`src/rtl/control_if.sv`:
```
// rtl/control_if.sv - quiz sequencer status/command bundle
interface control_if;
    logic       READY_IN;
    logic       QUE_IN;
    logic       QUE;
    logic       OK_IN;
    logic       WRONG_IN;
    logic [1:0] JUDG_IN;
    logic [1:0] HP_IN;
    logic       READY_OUT;
    logic [3:0] STATE;

    modport master (
        output READY_IN, QUE_IN, QUE, OK_IN, WRONG_IN, JUDG_IN, HP_IN,
        input  READY_OUT, STATE
    );

    modport slave (
        input  READY_IN, QUE_IN, QUE, OK_IN, WRONG_IN, JUDG_IN, HP_IN,
        output READY_OUT, STATE
    );
endinterface

```
`src/rtl/control.sv`:
```
// rtl/control.sv - factorization quiz game sequencer FSM
module control #(
    parameter int NUM_Q = 8,
    parameter int HOLD  = 4
) (
    input  logic     CLK,
    input  logic     RST,
    control_if.slave bus
);
    typedef enum logic [3:0] {
        S_IDLE    = 4'd0,
        S_READY   = 4'd1,
        S_QGEN    = 4'd2,
        S_INPUT   = 4'd3,
        S_JUDGE   = 4'd4,
        S_CORRECT = 4'd5,
        S_MISS    = 4'd6,
        S_OVER    = 4'd7,
        S_CLEAR   = 4'd8,
        S_ERR     = 4'd9
    } state_t;

    localparam int DW = (HOLD > 1) ? $clog2(HOLD) : 1;

    state_t        r_state;
    state_t        w_next;
    logic          r_ready_d;
    logic          r_que_d;
    logic          r_ok_d;
    logic [DW-1:0] r_dwell;
    logic [DW-1:0] w_dwell_nxt;
    logic [3:0]    r_score;
    logic [3:0]    w_score_nxt;
    logic          r_ready_out;
    logic          w_ready_out_nxt;

    logic w_ready_rise;
    logic w_que_rise;
    logic w_ok_rise;
    logic w_hold_done;

    assign w_ready_rise = bus.READY_IN & ~r_ready_d;
    assign w_que_rise   = bus.QUE_IN   & ~r_que_d;
    assign w_ok_rise    = bus.OK_IN    & ~r_ok_d;
    assign w_hold_done  = (r_dwell == DW'(HOLD - 1));

    always_ff @(posedge CLK) begin
        if (!RST) begin
            r_state     <= S_IDLE;
            r_ready_d   <= 1'b0;
            r_que_d     <= 1'b0;
            r_ok_d      <= 1'b0;
            r_dwell     <= '0;
            r_score     <= 4'd0;
            r_ready_out <= 1'b0;
        end else begin
            r_state     <= w_next;
            r_ready_d   <= bus.READY_IN;
            r_que_d     <= bus.QUE_IN;
            r_ok_d      <= bus.OK_IN;
            r_dwell     <= w_dwell_nxt;
            r_score     <= w_score_nxt;
            r_ready_out <= w_ready_out_nxt;
        end
    end

    always_comb begin
        w_next = r_state;
        case (r_state)
            S_IDLE:    if (w_ready_rise) w_next = S_READY;
            S_READY:   if (w_que_rise)   w_next = S_QGEN;
            S_QGEN:    if (bus.QUE)      w_next = S_INPUT;
            S_INPUT: begin
                // Invalid keypad entry wins over a simultaneous submit.
                if (bus.WRONG_IN)       w_next = S_ERR;
                else if (w_ok_rise)     w_next = S_JUDGE;
            end
            S_JUDGE: begin
                case (bus.JUDG_IN)
                    2'b01:   w_next = S_CORRECT;
                    2'b10:   w_next = S_MISS;
                    2'b11:   w_next = S_ERR;
                    default: w_next = S_JUDGE;
                endcase
            end
            S_CORRECT: if (w_hold_done)
                           w_next = (r_score == 4'(NUM_Q)) ? S_CLEAR : S_READY;
            S_MISS:    if (w_hold_done)
                           w_next = (bus.HP_IN == 2'd0) ? S_OVER : S_READY;
            S_ERR:     if (w_hold_done) w_next = S_INPUT;
            S_OVER,
            S_CLEAR:   if (w_ready_rise) w_next = S_IDLE;
            default:   w_next = S_IDLE;
        endcase
    end

    always_comb begin
        w_dwell_nxt     = '0;
        w_score_nxt     = r_score;
        w_ready_out_nxt = (w_next == S_READY);
        if (w_next == r_state &&
            (r_state == S_CORRECT || r_state == S_MISS || r_state == S_ERR))
            w_dwell_nxt = r_dwell + 1'b1;
        if (r_state == S_IDLE)
            w_score_nxt = 4'd0;
        else if (w_next == S_CORRECT && r_state != S_CORRECT && r_score != 4'd15)
            w_score_nxt = r_score + 4'd1;
    end

    assign bus.STATE     = r_state;
    assign bus.READY_OUT = r_ready_out;
endmodule

```
`src/flat_wrapper.sv`:
```
// flat-port wrapper written by rule: the top's interface ports become plain ports
module control_flat 
#(
    parameter int NUM_Q = 8,
    parameter int HOLD  = 4
)
  (CLK, RST, bus_READY_IN, bus_QUE_IN, bus_QUE, bus_OK_IN, bus_WRONG_IN, bus_JUDG_IN, bus_HP_IN, bus_READY_OUT, bus_STATE);
  control_if bus_i ();
  input  logic CLK;
  input  logic RST;
  input wire logic [$bits(bus_i.READY_IN)-1:0] bus_READY_IN;
  input wire logic [$bits(bus_i.QUE_IN)-1:0] bus_QUE_IN;
  input wire logic [$bits(bus_i.QUE)-1:0] bus_QUE;
  input wire logic [$bits(bus_i.OK_IN)-1:0] bus_OK_IN;
  input wire logic [$bits(bus_i.WRONG_IN)-1:0] bus_WRONG_IN;
  input wire logic [$bits(bus_i.JUDG_IN)-1:0] bus_JUDG_IN;
  input wire logic [$bits(bus_i.HP_IN)-1:0] bus_HP_IN;
  output wire logic [$bits(bus_i.READY_OUT)-1:0] bus_READY_OUT;
  output wire logic [$bits(bus_i.STATE)-1:0] bus_STATE;
  assign bus_i.READY_IN = bus_READY_IN;
  assign bus_i.QUE_IN = bus_QUE_IN;
  assign bus_i.QUE = bus_QUE;
  assign bus_i.OK_IN = bus_OK_IN;
  assign bus_i.WRONG_IN = bus_WRONG_IN;
  assign bus_i.JUDG_IN = bus_JUDG_IN;
  assign bus_i.HP_IN = bus_HP_IN;
  assign bus_READY_OUT = bus_i.READY_OUT;
  assign bus_STATE = bus_i.STATE;
  control #(.NUM_Q(NUM_Q), .HOLD(HOLD)) u_core (.CLK(CLK), .RST(RST), .bus(bus_i));
endmodule
```
`config.mk`:
```
export PLATFORM = sky130hd
export DESIGN_NAME = control_flat
export DESIGN_NICKNAME = d
export VERILOG_FILES = /design/src/rtl/control_if.sv /design/src/rtl/control.sv /design/src/flat_wrapper.sv
export SDC_FILE = /design/constraint.sdc
export NUM_CORES = 1
export LEC_CHECK = 0
export CAP_MARGIN = 25
export CORE_MARGIN = 8
export CORE_UTILIZATION = 53
export CTS_CLUSTER_DIAMETER = 50
export DETAILED_ROUTE_END_ITERATION = 7
export MAX_ROUTING_LAYER = met4
export PLACE_DENSITY_LB_ADDON = 0.2
export SYNTH_ARGS = -nofsm -noshare
export SYNTH_HDL_FRONTEND = slang
export SYNTH_SLANG_ARGS = --single-unit
```
`constraint.sdc`:
```
create_clock -name CLK -period 2.1 [get_ports CLK]
set_clock_uncertainty 0.05 [all_clocks]
set_input_delay 0.525 -clock CLK [delete_from_list [all_inputs] [get_ports CLK]]
set_output_delay 0.525 -clock CLK [all_outputs]
set_load 0.02 [all_outputs]
```
# Yosys cells after proc, flatten, opt, wreduce, memory -nomap -nowiden
# Cells that the tools add are included.
# W data, S select, Z words.
dict set report totals {
  reg_bits 14
  latchBits 0
  ram_bits 0
  romBits 0
  input_bits 11
  out_inout_bits 5
  word_cells 58
  mem_count 0
}
dict set report op_classes {
  add_sub_neg 2
  multipliers 0
  div_mod_pow 0
  magnitude_cmp 0
  n_eq_ne 19
  shifts 0
  muxes 13
  bitwise 7
  reduce_logical 10
}
# op n
set op_table {}
lappend op_table {{$mux W4} 10}
lappend op_table {{$pmux W4 S9} 1}
lappend op_table {{$eq A4 B3 Y1 const B} 5}
lappend op_table {{$eq A4 B4 Y1 const B} 3}
lappend op_table {{$pmux W4 S3} 1}
lappend op_table {{$eq A4 B1 Y1 const B} 2}
lappend op_table {{$eq A4 B2 Y1 const B} 2}
lappend op_table {{$eq A2 B2 Y1 const B} 3}
lappend op_table {{$add A4 B1 Y4 const B} 1}
lappend op_table {{$eq A4 B4 Y1} 1}
lappend op_table {{$logic_not A4 Y1} 1}
lappend op_table {{$ne A4 B3 Y1 const B} 1}
lappend op_table {{$ne A4 B4 Y1 const B} 1}
lappend op_table {{$not A1 Y1} 4}
lappend op_table {{$reduce_or A2 Y1} 2}
lappend op_table {{$and A1 B1 Y1} 3}
lappend op_table {{$logic_and A1 B1 Y1} 3}
lappend op_table {{$mux W3} 1}
lappend op_table {{$add A2 B1 Y2 const B} 1}
lappend op_table {{$eq A2 B1 Y1 const B} 1}
lappend op_table {{$logic_not A2 Y1} 1}
lappend op_table {{$logic_or A1 B1 Y1} 2}
lappend op_table {{$reduce_and A2 Y1} 1}

# Depth between registers and ports, before layout
dict set report depth {
  ltp_word 8
  ltp_mapped 8
  mapped_depth_nobuf 7
}

# Worst setup path before layout
# Ideal clock, no wire load.
dict set report synth_path {
  path_type {register -> register}
  from {register u_core.r_state[3], in the netlist u_core.bus.STATE[3]}
  to {register u_core.r_score[2]}
  setup_time_ps 70
  arrival_ps 1864
  t_required_ps 1980
  slack_ps 116
  stages_incl_launch_ff 8
  n_path_buf 1
  period_less_slack_ps 1984
  path_cell_list {dfxtp_1 buf_6 and4bb_1 a32oi_1 and3_4 o211ai_4 or4_1 a21oi_1}
}
dict set report synth_via {
  elab_chain_len 6
  word_cells_on_any_way 26
  classes_between {eq/ne (11); mux (10); reduce/logical (5)}
}
# item line_no
set synth_lines {}
lappend synth_lines {{from (decl)} control.sv:25} ;# state_t r_state;
lappend synth_lines {{from (signal assigned)} control.sv:57} ;# r_state <= w_next;
lappend synth_lines {{$eq A4 B3 Y1, or another cell as far along} control.sv:69} ;# case (r_state)
lappend synth_lines {{$reduce_or A2 Y1 / $mux W4 (equally long branches)} {control.sv:69, control.sv:75}}
lappend synth_lines {{$pmux W4 S9} control.sv:69}
lappend synth_lines {{$eq A4 B3 Y1} control.sv:106} ;# else if (w_next == S_CORRECT && r_state != S_CORRECT && r_score != 4'd15)
lappend synth_lines {{$logic_and A1 B1 Y1 (2 in a row)} control.sv:106}
lappend synth_lines {{to (signal assigned)} control.sv:62} ;# r_score <= w_score_nxt;
lappend synth_lines {{to (decl)} control.sv:32} ;# logic [3:0] r_score;
# Several ways; a longest one is shown, not always the timed one.
# A chain may end at the register's enable or synchronous reset.

# Worst setup path in the final report
dict set report layout_path {
  from {register u_core.r_state[0], in the netlist u_core.bus.STATE[0]}
  to {register u_core.r_score[3]}
}
# Same word-level chain as after synthesis.

==> metrics.md <==
| Metric | Value |
|---|---|
| Initial antenna violation count | 0 |
| Clock share of power | 26.0% |
| CTS Sinks | 14 |
| Outcome | finished clean |
| Worst slew pin tran | 0.388 ns |
| Final setup violating endpoints | 0 |
| Global Route Usage Sum | 19.2% |
| Syn Area/Cell | 8.77 sq um |
| CTS Buf Count | 3 |
| Post-synth cell types | 47 |
| Via/cell ratio | 6.04 |
| N_diodes | 0 |
| CP required | 2.28 ns |
| CTS tree | done |
| Fin crit period | 2.05 ns |
| DRT iter0 DRCs | 75 |
| Die Wd | 60.9 um |
| Sequential element share of the synthesized area | 26.2% |
| Placed instance count | 179 |
| Final-report hold violation count | 0 |
| GRT Residual Overflow | 0 |
| F_max | 0.488 GHz |
| Core box area | 1940 sq um |
| Ys async rst share | 0% |
| Die height | 60.9 um |
| Syn nets | 137 |
| DRC | 0 |
| Port Buf Inserts | 15 |
| CP Class | flip-flop to flip-flop |
| Routed WL per cell | 17.8 um |
| Slew Limit Fails | 0 |
| Synth Register Bits | 14 |
| Flop pwr share | 37.2% |
| Min-delay worst type | flip-flop to flip-flop |
| Peak supply drop | 0.365 mV |
| Number of global-route vias before repair | 1163 |
| # IOs | 16 |
| Worst skew pair latency | 0.28 ns |
| Sw frac | 30.6% |
| Max-cap violation count | 0 |
| Switch Pwr | 0.000235 W |
| EDFF count, synth | 0 |
| Final wirelength | 3410 um |
| Final instance area | 1560 sq um |
| Rel. slew slack | 74.1% |
| Hold-fix buffers at CTS | 0 |
| # rows | 16 |
| Pleak | 0.615 nW |
| Syn-to-layout area delta | 45.4% |
| Crit path DAT | 2.23 ns |
| Reg clk slew, reported paths | 0.09 ns |
| Dpl cell area | 1360 sq um |
| Post-route ant nets | 0 |
| Pwr Density | 494 nW/um^2 |
| Setup crit end kind | flip-flop |
| First-pass GRT wire length | 5150 um |
| Comb pwr share | 36.7% |
| Synthesis Warnings | 0 |
| Final nets | 181 |
| Initial Utilization | 55.1% |
| Fin crit share | 97.7% |
| Pint | 0.000533 W |
| Synthesized instance count | 122 |
| Primary FF master, synth | dfxtp_1 |
| Largest net degree at the start of global routing | 14 |
| H-Tree Depth | 1 |
| Die ar. | 3710 sq um |
| Critical Path Fanout Max | 8 |
| Placed wire-length estimate | 2260 um |
| Vias | 1159 |
| Placer congestion estimate | 0.932 |
| Final std cells w/o fill | 192 |
| Clk buf depth | 2 |
| Final core utilization | 80.1% |
| Fraction of layout cells with a size suffix above 1 | 35.2% |
| Mapped cell area | 1070 sq um |
| CP Launch Type | flip-flop |
| Root Driver | clkbuf_4 |
| DRT Pass-1 Iters | 5 |
power groups by stage:
stage	sequential, W	combinational, W	clock (W)
floorplan	0.000297	0.000130	0
global placement	0.000296	0.000224	0
detailed placement	0.000296	0.000229	0
CTS	0.000288	0.000254	0.000204
global route	0.000288	0.000299	0.000218
finish	0.000286	0.000282	0.000200
cell usage after synthesis, drive strengths merged (4+ instances only):
cell,n,share of area (%)
ha,4,4.7
o21ai,6,2.8
nor2,5,2.0
nor2b,7,4.1
buf,6,5.0
a21oi,5,2.3
nand2b,6,4.2
nand2,8,2.8
nand3,5,2.3
dfxtp,14,26
and2,6,3.5
critical path: stages (launching register included):
cell and delay, ns:
dfxtp_4 0.37, buf_4 0.16, buf_6 0.14, nor2_1 0.23, a32oi_1 0.16, nand3_1 0.12
nand2_1 0.12, or4_4 0.50, a21oi_2 0.14
layout make-up:
type / count / area, sq um
Sequential cell: 14 / 298
Inverter: 3 / 11.3
Timing Repair Buffer: 45 / 378
Clock buffer: 4 / 36.3
Tap cell: 27 / 33.8
Fill cell: 130 / 387
Multi-Input combinational cell: 99 / 798
state kept, by name, summed over array words and instances (netlist names):
name                  cells
u_core.r_score            4
u_core.bus.READY_OUT      1
u_core.bus.STATE          4
u_core.r_dwell            2
u_core.r_ready_d          1
u_core.r_ok_d             1
u_core.r_que_d            1
metrics by stage:
step / worst slack, ns / setup TNS (ns) / total power, W / hold WS (ns)
final: 0.0488 / 0 / 0.000768 / 0.463
after global routing: -0.0625 / -0.129 / 0.000805 / 0.482
after CTS: 0.0119 / 0 / 0.000747 / 0.462
after detailed placement: -0.409 / -2.71 / 0.000525 / 0.434
after global placement: -0.337 / -2.29 / 0.000520 / 0.435
after floorplan: 0.116 / 0 / 0.000427 / 0.416
cell usage in the layout, fill, tap and decap left out, types with 2 or more instances in the layout:
cell type,instances
buf_4,28
nand2_1,8
clkdlybuf4s50_1,8
dfxtp_1,8
nor2b_1,7
and2_1,6
dlygate4sd2_1,6
nand2b_1,5
o21ai_0,5
nand3_1,5
nor2_1,4
a21oi_1,4
dfxtp_4,4
inv_1,3
nand4_1,3
o31ai_1,3
clkbuf_4,3
nand3b_1,2
nor3_1,2
and3_1,2
mux2i_1,2
or3_1,2
a32oi_1,2
nor4_1,2
ha_1,2
buf_6,2
dfxtp_2,2
layer usage:
metal  wire [um]  track usage (%)
met1        1410             21.0
met2        1700             31.7
met3         233             5.93
met4          68             7.64
met5           0                -
cells by family after synthesis:
group	synth area share, %
buf+inv	6.08
fa+ha+maj	4.68
flops	26.2
mux	2.81
simple gates	39.4
compound gates	20.0
xor+xnor	0.819
final timing paths:
kind	from	end	slack, ns	cells after the start
max	u_core.bus.STATE[0]	u_core.r_score[3]	0.05	8
max reg2reg	u_core.bus.STATE[0]	u_core.r_score[3]	0.05	8
min reg2reg	u_core.bus.STATE[3]	u_core.bus.STATE[2]	0.46	1
min	u_core.bus.STATE[3]	u_core.bus.STATE[2]	0.46	1
what timing repair did:
item / in CTS / in global routing
pin swaps: 9 / 11
gates resized for setup: 18 / 16
setup buffers: 6 / 3
endpoints found under the setup margin: 8 / 7
Power figures use the tool's default switching activity.
